===== src/rtl/icache_refill_unit_pkg.sv =====
// Shared constants and types for the icache line-refill engine.
package icache_refill_unit_pkg;

    localparam int unsigned ICACHE_WORDS_PER_LINE = 4;
    localparam int unsigned ICACHE_BEAT_IDX_W     = 2;
    localparam int unsigned ICACHE_OFFSET_BITS    = 4;

    typedef enum logic [1:0] {
        IDLE = 2'd0,
        REQ  = 2'd1,
        DONE = 2'd2
    } type_refill_state_e;

endpackage : icache_refill_unit_pkg


===== src/rtl/icache_refill_unit_if.sv =====
// Word-beat req/ack bus between the refill engine (master) and instruction memory (slave).
interface icache_refill_unit_if #(
    parameter int unsigned ADDR_W = 32,
    parameter int unsigned DATA_W = 32
);
    logic              mem_req_o;
    logic [ADDR_W-1:0] mem_addr_o;
    logic              mem_ack_i;
    logic [DATA_W-1:0] mem_rdata_i;

    modport master (output mem_req_o, output mem_addr_o, input  mem_ack_i, input  mem_rdata_i);
    modport slave  (input  mem_req_o, input  mem_addr_o, output mem_ack_i, output mem_rdata_i);
endinterface : icache_refill_unit_if


===== src/rtl/icache_refill_unit.sv =====
// Fetches one cache line as four word beats and assembles it into a slot-indexed line buffer.
// Optional: ICACHE_REFILL_CRITICAL_WORD_FIRST_EN starts the burst at the missed word and wraps.
module icache_refill_unit
    import icache_refill_unit_pkg::*;
#(
    parameter int unsigned ICACHE_ADDR_WIDTH = 32,
    parameter int unsigned ICACHE_LINE_WIDTH = 128,
    parameter int unsigned IMEM_BUS_WIDTH    = 32
) (
    input  logic                         clk_i,
    input  logic                         rst_i,
    input  logic [ICACHE_ADDR_WIDTH-1:0] icache2imem_addr_i,
    input  logic                         refill_req_i,
    input  logic                         refill_kill_i,
    output logic                         refill_busy_o,
    output logic                         refill_done_o,
    output logic [ICACHE_LINE_WIDTH-1:0] imem2icache_data_o,
    icache_refill_unit_if.master         mem
);

    localparam int unsigned LINE_ADDR_W = ICACHE_ADDR_WIDTH - ICACHE_OFFSET_BITS;
    localparam int unsigned WORD_OFF_W  = ICACHE_OFFSET_BITS - ICACHE_BEAT_IDX_W;

    type_refill_state_e             state_q, state_d;
    logic [LINE_ADDR_W-1:0]         line_q, line_d;
    logic [ICACHE_BEAT_IDX_W-1:0]   off_q, off_d;
    logic [ICACHE_BEAT_IDX_W-1:0]   cnt_q, cnt_d;
    logic                           kill_q, kill_d;
    logic [ICACHE_BEAT_IDX_W-1:0]   beat_idx;
    logic [ICACHE_WORDS_PER_LINE-1:0] slot_we;
    logic [IMEM_BUS_WIDTH-1:0]      slot_q [ICACHE_WORDS_PER_LINE];
    logic                           unused_addr_bits;

`ifdef ICACHE_REFILL_CRITICAL_WORD_FIRST_EN
    assign beat_idx         = cnt_q + off_q;
    assign unused_addr_bits = ^icache2imem_addr_i[WORD_OFF_W-1:0];
`else
    assign beat_idx         = cnt_q;
    assign unused_addr_bits = ^{icache2imem_addr_i[WORD_OFF_W-1:0], off_q};
`endif

    // Control state register.
    always_ff @(posedge clk_i or posedge rst_i) begin
        if (rst_i) begin
            state_q <= IDLE;
            line_q  <= '0;
            off_q   <= '0;
            cnt_q   <= '0;
            kill_q  <= 1'b0;
        end else begin
            state_q <= state_d;
            line_q  <= line_d;
            off_q   <= off_d;
            cnt_q   <= cnt_d;
            kill_q  <= kill_d;
        end
    end

    // A kill lets the outstanding beat finish, then drops back to IDLE at its ack.
    always_comb begin
        state_d = state_q;
        line_d  = line_q;
        off_d   = off_q;
        cnt_d   = cnt_q;
        kill_d  = kill_q;
        slot_we = '0;
        unique case (state_q)
            IDLE: begin
                if (refill_req_i) begin
                    state_d = REQ;
                    line_d  = icache2imem_addr_i[ICACHE_ADDR_WIDTH-1:ICACHE_OFFSET_BITS];
                    off_d   = icache2imem_addr_i[ICACHE_OFFSET_BITS-1:WORD_OFF_W];
                    cnt_d   = '0;
                    kill_d  = 1'b0;
                end
            end
            REQ: begin
                if (refill_kill_i) begin
                    kill_d = 1'b1;
                end
                if (mem.mem_ack_i) begin
                    slot_we[beat_idx] = 1'b1;
                    cnt_d             = cnt_q + ICACHE_BEAT_IDX_W'(1);
                    if (kill_q || refill_kill_i) begin
                        state_d = IDLE;
                    end else if (cnt_q == ICACHE_BEAT_IDX_W'(ICACHE_WORDS_PER_LINE - 1)) begin
                        state_d = DONE;
                    end
                end
            end
            DONE:    state_d = IDLE;
            default: state_d = IDLE;
        endcase
    end

    // Line buffer: one register per word slot.
    always_ff @(posedge clk_i or posedge rst_i) begin
        if (rst_i) begin
            for (int k = 0; k < int'(ICACHE_WORDS_PER_LINE); k++) begin
                slot_q[k] <= '0;
            end
        end else begin
            for (int k = 0; k < int'(ICACHE_WORDS_PER_LINE); k++) begin
                if (slot_we[k]) begin
                    slot_q[k] <= mem.mem_rdata_i;
                end
            end
        end
    end

    for (genvar g = 0; g < int'(ICACHE_WORDS_PER_LINE); g++) begin : g_line
        assign imem2icache_data_o[g*IMEM_BUS_WIDTH +: IMEM_BUS_WIDTH] = slot_q[g];
    end

    // Outputs decode state and registers only; address is zeroed outside REQ.
    assign mem.mem_req_o  = (state_q == REQ);
    assign mem.mem_addr_o = (state_q == REQ) ? {line_q, beat_idx, {WORD_OFF_W{1'b0}}}
                                             : '0;
    assign refill_busy_o  = (state_q == REQ) || (state_q == DONE);
    assign refill_done_o  = (state_q == DONE);

endmodule : icache_refill_unit


===== src/flat_wrapper.sv =====
// flat-port wrapper written by rule: the top's interface ports become plain ports
module icache_refill_unit_flat import icache_refill_unit_pkg::*;
#(
    parameter int unsigned ICACHE_ADDR_WIDTH = 32,
    parameter int unsigned ICACHE_LINE_WIDTH = 128,
    parameter int unsigned IMEM_BUS_WIDTH    = 32
)
  (clk_i, rst_i, icache2imem_addr_i, refill_req_i, refill_kill_i, refill_busy_o, refill_done_o, imem2icache_data_o, mem_mem_req_o, mem_mem_addr_o, mem_mem_ack_i, mem_mem_rdata_i);
  icache_refill_unit_if mem_i ();
  input  logic clk_i;
  input  logic rst_i;
  input  logic [ICACHE_ADDR_WIDTH-1:0] icache2imem_addr_i;
  input  logic refill_req_i;
  input  logic refill_kill_i;
  output logic refill_busy_o;
  output logic refill_done_o;
  output logic [ICACHE_LINE_WIDTH-1:0] imem2icache_data_o;
  output wire logic [$bits(mem_i.mem_req_o)-1:0] mem_mem_req_o;
  output wire logic [$bits(mem_i.mem_addr_o)-1:0] mem_mem_addr_o;
  input wire logic [$bits(mem_i.mem_ack_i)-1:0] mem_mem_ack_i;
  input wire logic [$bits(mem_i.mem_rdata_i)-1:0] mem_mem_rdata_i;
  assign mem_mem_req_o = mem_i.mem_req_o;
  assign mem_mem_addr_o = mem_i.mem_addr_o;
  assign mem_i.mem_ack_i = mem_mem_ack_i;
  assign mem_i.mem_rdata_i = mem_mem_rdata_i;
  icache_refill_unit #(.ICACHE_ADDR_WIDTH(ICACHE_ADDR_WIDTH), .ICACHE_LINE_WIDTH(ICACHE_LINE_WIDTH), .IMEM_BUS_WIDTH(IMEM_BUS_WIDTH)) u_core (.clk_i(clk_i), .rst_i(rst_i), .icache2imem_addr_i(icache2imem_addr_i), .refill_req_i(refill_req_i), .refill_kill_i(refill_kill_i), .refill_busy_o(refill_busy_o), .refill_done_o(refill_done_o), .imem2icache_data_o(imem2icache_data_o), .mem(mem_i));
endmodule

===== config.mk =====
export PLATFORM = sky130hd
export DESIGN_NAME = icache_refill_unit_flat
export DESIGN_NICKNAME = d
export VERILOG_FILES = /design/src/rtl/icache_refill_unit_pkg.sv /design/src/rtl/icache_refill_unit_if.sv /design/src/rtl/icache_refill_unit.sv /design/src/flat_wrapper.sv
export SDC_FILE = /design/constraint.sdc
export NUM_CORES = 1
export LEC_CHECK = 0
export ABC_CLOCK_PERIOD_IN_PS = 5050
export CORE_MARGIN = 10
export CORE_UTILIZATION = 45
export DETAILED_ROUTE_END_ITERATION = 10
export DONT_BUFFER_PORTS = 1
export GPL_ROUTABILITY_DRIVEN = 0
export MAX_ROUTING_LAYER = met4
export PLACE_DENSITY = 0.6
export SETUP_SLACK_MARGIN = 0.3
export SLEW_MARGIN = 15
export SYNTH_ARGS = -nofsm -noshare
export SYNTH_HDL_FRONTEND = slang
export SYNTH_SLANG_ARGS = --single-unit

===== constraint.sdc =====
create_clock -name clk_i -period 5.05 [get_ports clk_i]
set_clock_uncertainty 0.15 [all_clocks]
set_input_delay 1.01 -clock clk_i [delete_from_list [all_inputs] [get_ports clk_i]]
set_output_delay 1.01 -clock clk_i [all_outputs]
set_load 0.02 [all_outputs]

======== After elaboration in Yosys (flattened, before gate mapping) ========
Index checks and enable logic that the tools add are counted.
storage, ports and cells
  output and inout port bits .............. 163
  register bits after elaboration ......... 161
  logic and storage cells ................. 43
cells by class
  muxes and demuxes ....................... 16
  reductions and logical operators ........ 9
  add/sub/neg operators ................... 1
  order comparisons ....................... 2
  equal/unequal tests ..................... 7
operator list
  kind                   number
  $mux W32               1
  $mux W2                6
  $reduce_and A3 Y1      3
  $mux W4                2
  $pmux W2 S2            2
  $eq A2 B2 Y1 const B   2
  $ne A2 B2 Y1 const B   2
  $lt A2 B3 Y1 const B   1
  $mux W1                3
  $ne A3 B1 Y1 const B   1
  $add A2 B1 Y2 const B  1
  $demux W1 S2           1
  $eq A2 B1 Y1 const B   1
  $ge A2 B1 Y1 const B   1
  $logic_not A2 Y1       1
  $logic_or A1 B1 Y1     2
  $ne A2 B1 Y1 const B   1
  $pmux W1 S2            1
  $reduce_and A2 Y1      1
  $reduce_bool A2 Y1     1
  $logic_and A1 B1 Y1    1

======== Depth between registers and ports, before layout ========
  depth in word-level cells ............... 6
  mapped depth ............................ 7

======== Worst setup path before layout ========
OpenSTA, ideal clock, no wires.
  kind .................................... flip-flop to output port
  from .................................... register u_core.state_q[1]
  to ...................................... output mem_mem_addr_o[31]
  path slack .............................. 2.497 ns
  buffers on the path ..................... 2
  data arrival time ....................... 1.393 ns
  stages on the path, launching flop included .. 6
  path through ............................ dfrtp_1 > inv_1 > ha_1 > buf_4 > clkbuf_1 > and2_1
between the ends
  word-level cells in the longest chain between the ends .. 2
RTL lines
  item                      line                       RTL
  start: declaration        icache_refill_unit.sv:24   type_refill_state_e state_q, state_d;
  start signal: assignment  icache_refill_unit.sv:51   state_q <= state_d;
  $eq A2 B1 Y1              n/a
  named net mem_mem_req_o   flat_wrapper.sv:18         output wire logic [$bits(mem_i.mem_req_o)-1:0] mem_mem_req_o;
  $mux W32                  icache_refill_unit.sv:117  assign mem.mem_addr_o = (state_q == REQ) ? {line_q, beat_idx, {WORD_OFF_W{1'b0}}}
  end: declaration          flat_wrapper.sv:19         output wire logic [$bits(mem_i.mem_addr_o)-1:0] mem_mem_addr_o;
The timed path passes the listed nets, and every way through them passes these cells.

======== Final worst setup path ========
  from .................................... register u_core.state_q[1]
  to ...................................... output mem_mem_addr_o[3]
between the ends
  word-level cells in the longest chain between the ends .. 2
RTL lines
  item          line
  $eq A2 B1 Y1  icache_refill_unit.sv:117
  $mux W32      icache_refill_unit.sv:117
Every way passes these cells.

==> flow_summary.json <==
{
  "worstPathCellList": "inv_1, ha_1, buf_4, and2_1",
  "grt_pass1_vias": 3622,
  "final_util_pct": 50.8,
  "combPwrFrac_pct": 21.4,
  "holdCritPathClass": "flop to flop",
  "yosysMostFrequentCell": "dfrtp_1",
  "switching_share_pct": 40.6,
  "yosys.cell_types.count": 24,
  "syn-cell-area_mm2": 0.00641,
  "place_area_mm2": 0.00653,
  "synthFlopType": "dfrtp_1",
  "drtAntennaViolNets": 0,
  "finalHoldViolations": 0,
  "critPathLaunchType": "flop",
  "fmax_mhz": 345,
  "p_clk_share_pct": 22.5,
  "io_buffers": 0,
  "io_pins": 232,
  "critPathLaunch": "u_core.state_q[1]",
  "rsz0062_at_grt": "no",
  "final_nets": 486,
  "p_switching_mw": 2.15,
  "tightest_slew_ps": 958,
  "finalPower_mw": 5.28,
  "antenna_cells": 0,
  "drv_cap": 0,
  "post_cts_buffers": 0,
  "synthArstFlopShare_pct": 100,
  "cp_max_fo": 39,
  "worst_slack_ps": 2150,
  "dieWidth_um": 139,
  "cp-end-kind": "primary output",
  "track_usage_pct": 15.2,
  "numCtsBuffers": 17,
  "htreeDepth": 4,
  "yosysWarnings": 0,
  "core_area_mm2": 0.0139,
  "dpl.hpwl_mm": 10.1,
  "ys_top_cells_by_area": "dfrtp_1 (63%), mux2_1 (21%), mux2_2 (6.3%)",
  "antenna_found_initial": 0,
  "cts_root_buffer": "clkbuf_16",
  "synthTopCellsByCount": "dfrtp_1 (161), mux2_1 (120), mux2_2 (36), and2_1 (32), buf_4 (16)",
  "fillCellCount": 1161,
  "p_leak_nw": 3.20,
  "syn_avg_cell_area_um2": 15.7,
  "cts_tree": "yes",
  "clock_path_buffers": 2,
  "max_stage_delay_ps": 400,
  "drive_gt1_share_pct": 16.9,
  "clk_pin_slew_ps": 60,
  "fin_crit_ps": 2900,
  "drt-initial-drc-count": 130,
  "synthCells": 408,
  "critPathSlowestCell": "dfrtp_1",
  "grt_pass1_wl_mm": 22.5,
  "vias_per_cell": 5.46,
  "place_ws_ps": 2070,
  "ys_seq_area_share_pct": 62.9,
  "clk_latency_ps": 410,
  "row_count": 43,
  "firstDrtPassIters": 4,
  "fin_crit_sh_pct": 57.4,
  "wl_per_cell_um": 23.9,
  "yosysTopAreaCell": "dfrtp_1",
  "ir_worst_vdd_mv": 0.273,
  "drc": 0,
  "grt_max_degree": 162,
  "internal-power_mw": 3.13,
  "path_class": "flop to primary output",
  "holdWs_ps": 347,
  "dp_cells": 570,
  "min-delay-start": "u_core.line_q[12]",
  "crit_arrival_ps": 1740,
  "grt_overflow_total": 0,
  "final-max-slew-violation-count": 0,
  "stdcell_count": 601,
  "crit_required_ps": 3890,
  "p_seq_share_pct": 56.1,
  "hold_buffers": 0,
  "wl_mm": 14.4,
  "area_growth_pct": 10.4,
  "power_density_mw_per_mm2": 746,
  "start_util_pct": 46.0,
  "r2r-start": "u_core.state_q[1]",
  "dieArea_mm2": 0.0194,
  "finalInstanceArea_mm2": 0.00708,
  "setup_viol": 0,
  "cts.sinks": 161,
  "via_count": 3280,
  "status": "finished, final reports clean",
  "die_y_um": 139,
  "ys_ff_latch": 161,
  "relSlewSlack_pct": 35.9,
  "reg2reg_slack_ps": 2150,
  "finalSetupTns_ps": 0,
  "synth.top_cell.area_share_pct": 62.9,
  "cts-resized-gates": 0,
  "synth_edf_count": 0
}
layer usage:
layer  vias up  wire length, um  share of wire (%)  track usage, %
met5         -                0                  0               -
met4         0              229                1.6            5.27
met3        18             1580                 11            8.20
met2       140             6930                 48            23.3
met1      1715             5640                 39            16.4
li1       1407                -                  -               -
worst max-delay path, delay by kind of cell, from the launching register on:
family,cells,cell delay [ps]
and+or+nand+nor,1,340
adders and majority gates,1,150
DFF,1,400
buffers and inverters,2,440
layout make-up:
cell class              count  area [um^2]  share of cell area (%)
repair buffers              2         27.5                   0.389
flip-flops and latches    161         4030                    56.9
clock inverters             8         80.1                    1.13
inverters                   5         22.5                   0.318
well taps                 180          225                    3.18
clock buffers              23          468                    6.61
multi-input cells         222         2220                    31.4
cell families after synthesis:
group                      synth area share [%]
and+or+nand+nor                            4.41
adders and majority gates                  1.56
AOI/OAI and AO/OA                          1.05
muxes                                      27.6
other                                    0.0585
DFF                                        62.9
buffers and inverters                      2.50
registers in the layout, indices dropped and copies added (netlist names):
signal and cells:
u_core.kill_q 1, u_core.imem2icache_data_o 128, u_core.line_q 28, u_core.state_q 2, u_core.beat_idx 2
worst paths after layout:
check | endpoint | depth (start not counted)
max | mem_mem_addr_o[3] | 4
min | u_core.line_q[12] | 1
max reg2reg | u_core.imem2icache_data_o[51] | 6
min reg2reg | u_core.line_q[12] | 1
max in group asynchronous | u_core.imem2icache_data_o[62] | 2
min in group asynchronous | u_core.imem2icache_data_o[53] | 2
power groups by stage:
stage | Combinational (mW) | Sequential, mW | Clock, mW
after floorplan | 1.01 | 2.79 | 0
after global placement | 1.11 | 3.00 | 0
after detailed placement | 1.16 | 3.02 | 0
after CTS | 1.16 | 3.00 | 1.22
after global routing | 1.26 | 3.06 | 1.27
final | 1.13 | 2.96 | 1.19
cells in the final DEF, fill, tap and decap left out, types with 2 or more instances in the layout:
| cell | instances |
|---|---|
| clkbuf_16 | 17 |
| nand2_2 | 4 |
| nand2b_1 | 2 |
| dfrtp_1 | 161 |
| and2_1 | 32 |
| clkinvlp_4 | 4 |
| clkbuf_8 | 2 |
| mux2_2 | 36 |
| a31oi_1 | 2 |
| inv_1 | 4 |
| a21oi_1 | 4 |
| nand3_1 | 2 |
| ha_1 | 8 |
| o221ai_1 | 2 |
| mux2_1 | 120 |
| conb_1 | 2 |
| clkbuf_1 | 4 |
| clkinv_2 | 2 |
Power figures use the tool's default switching activity.
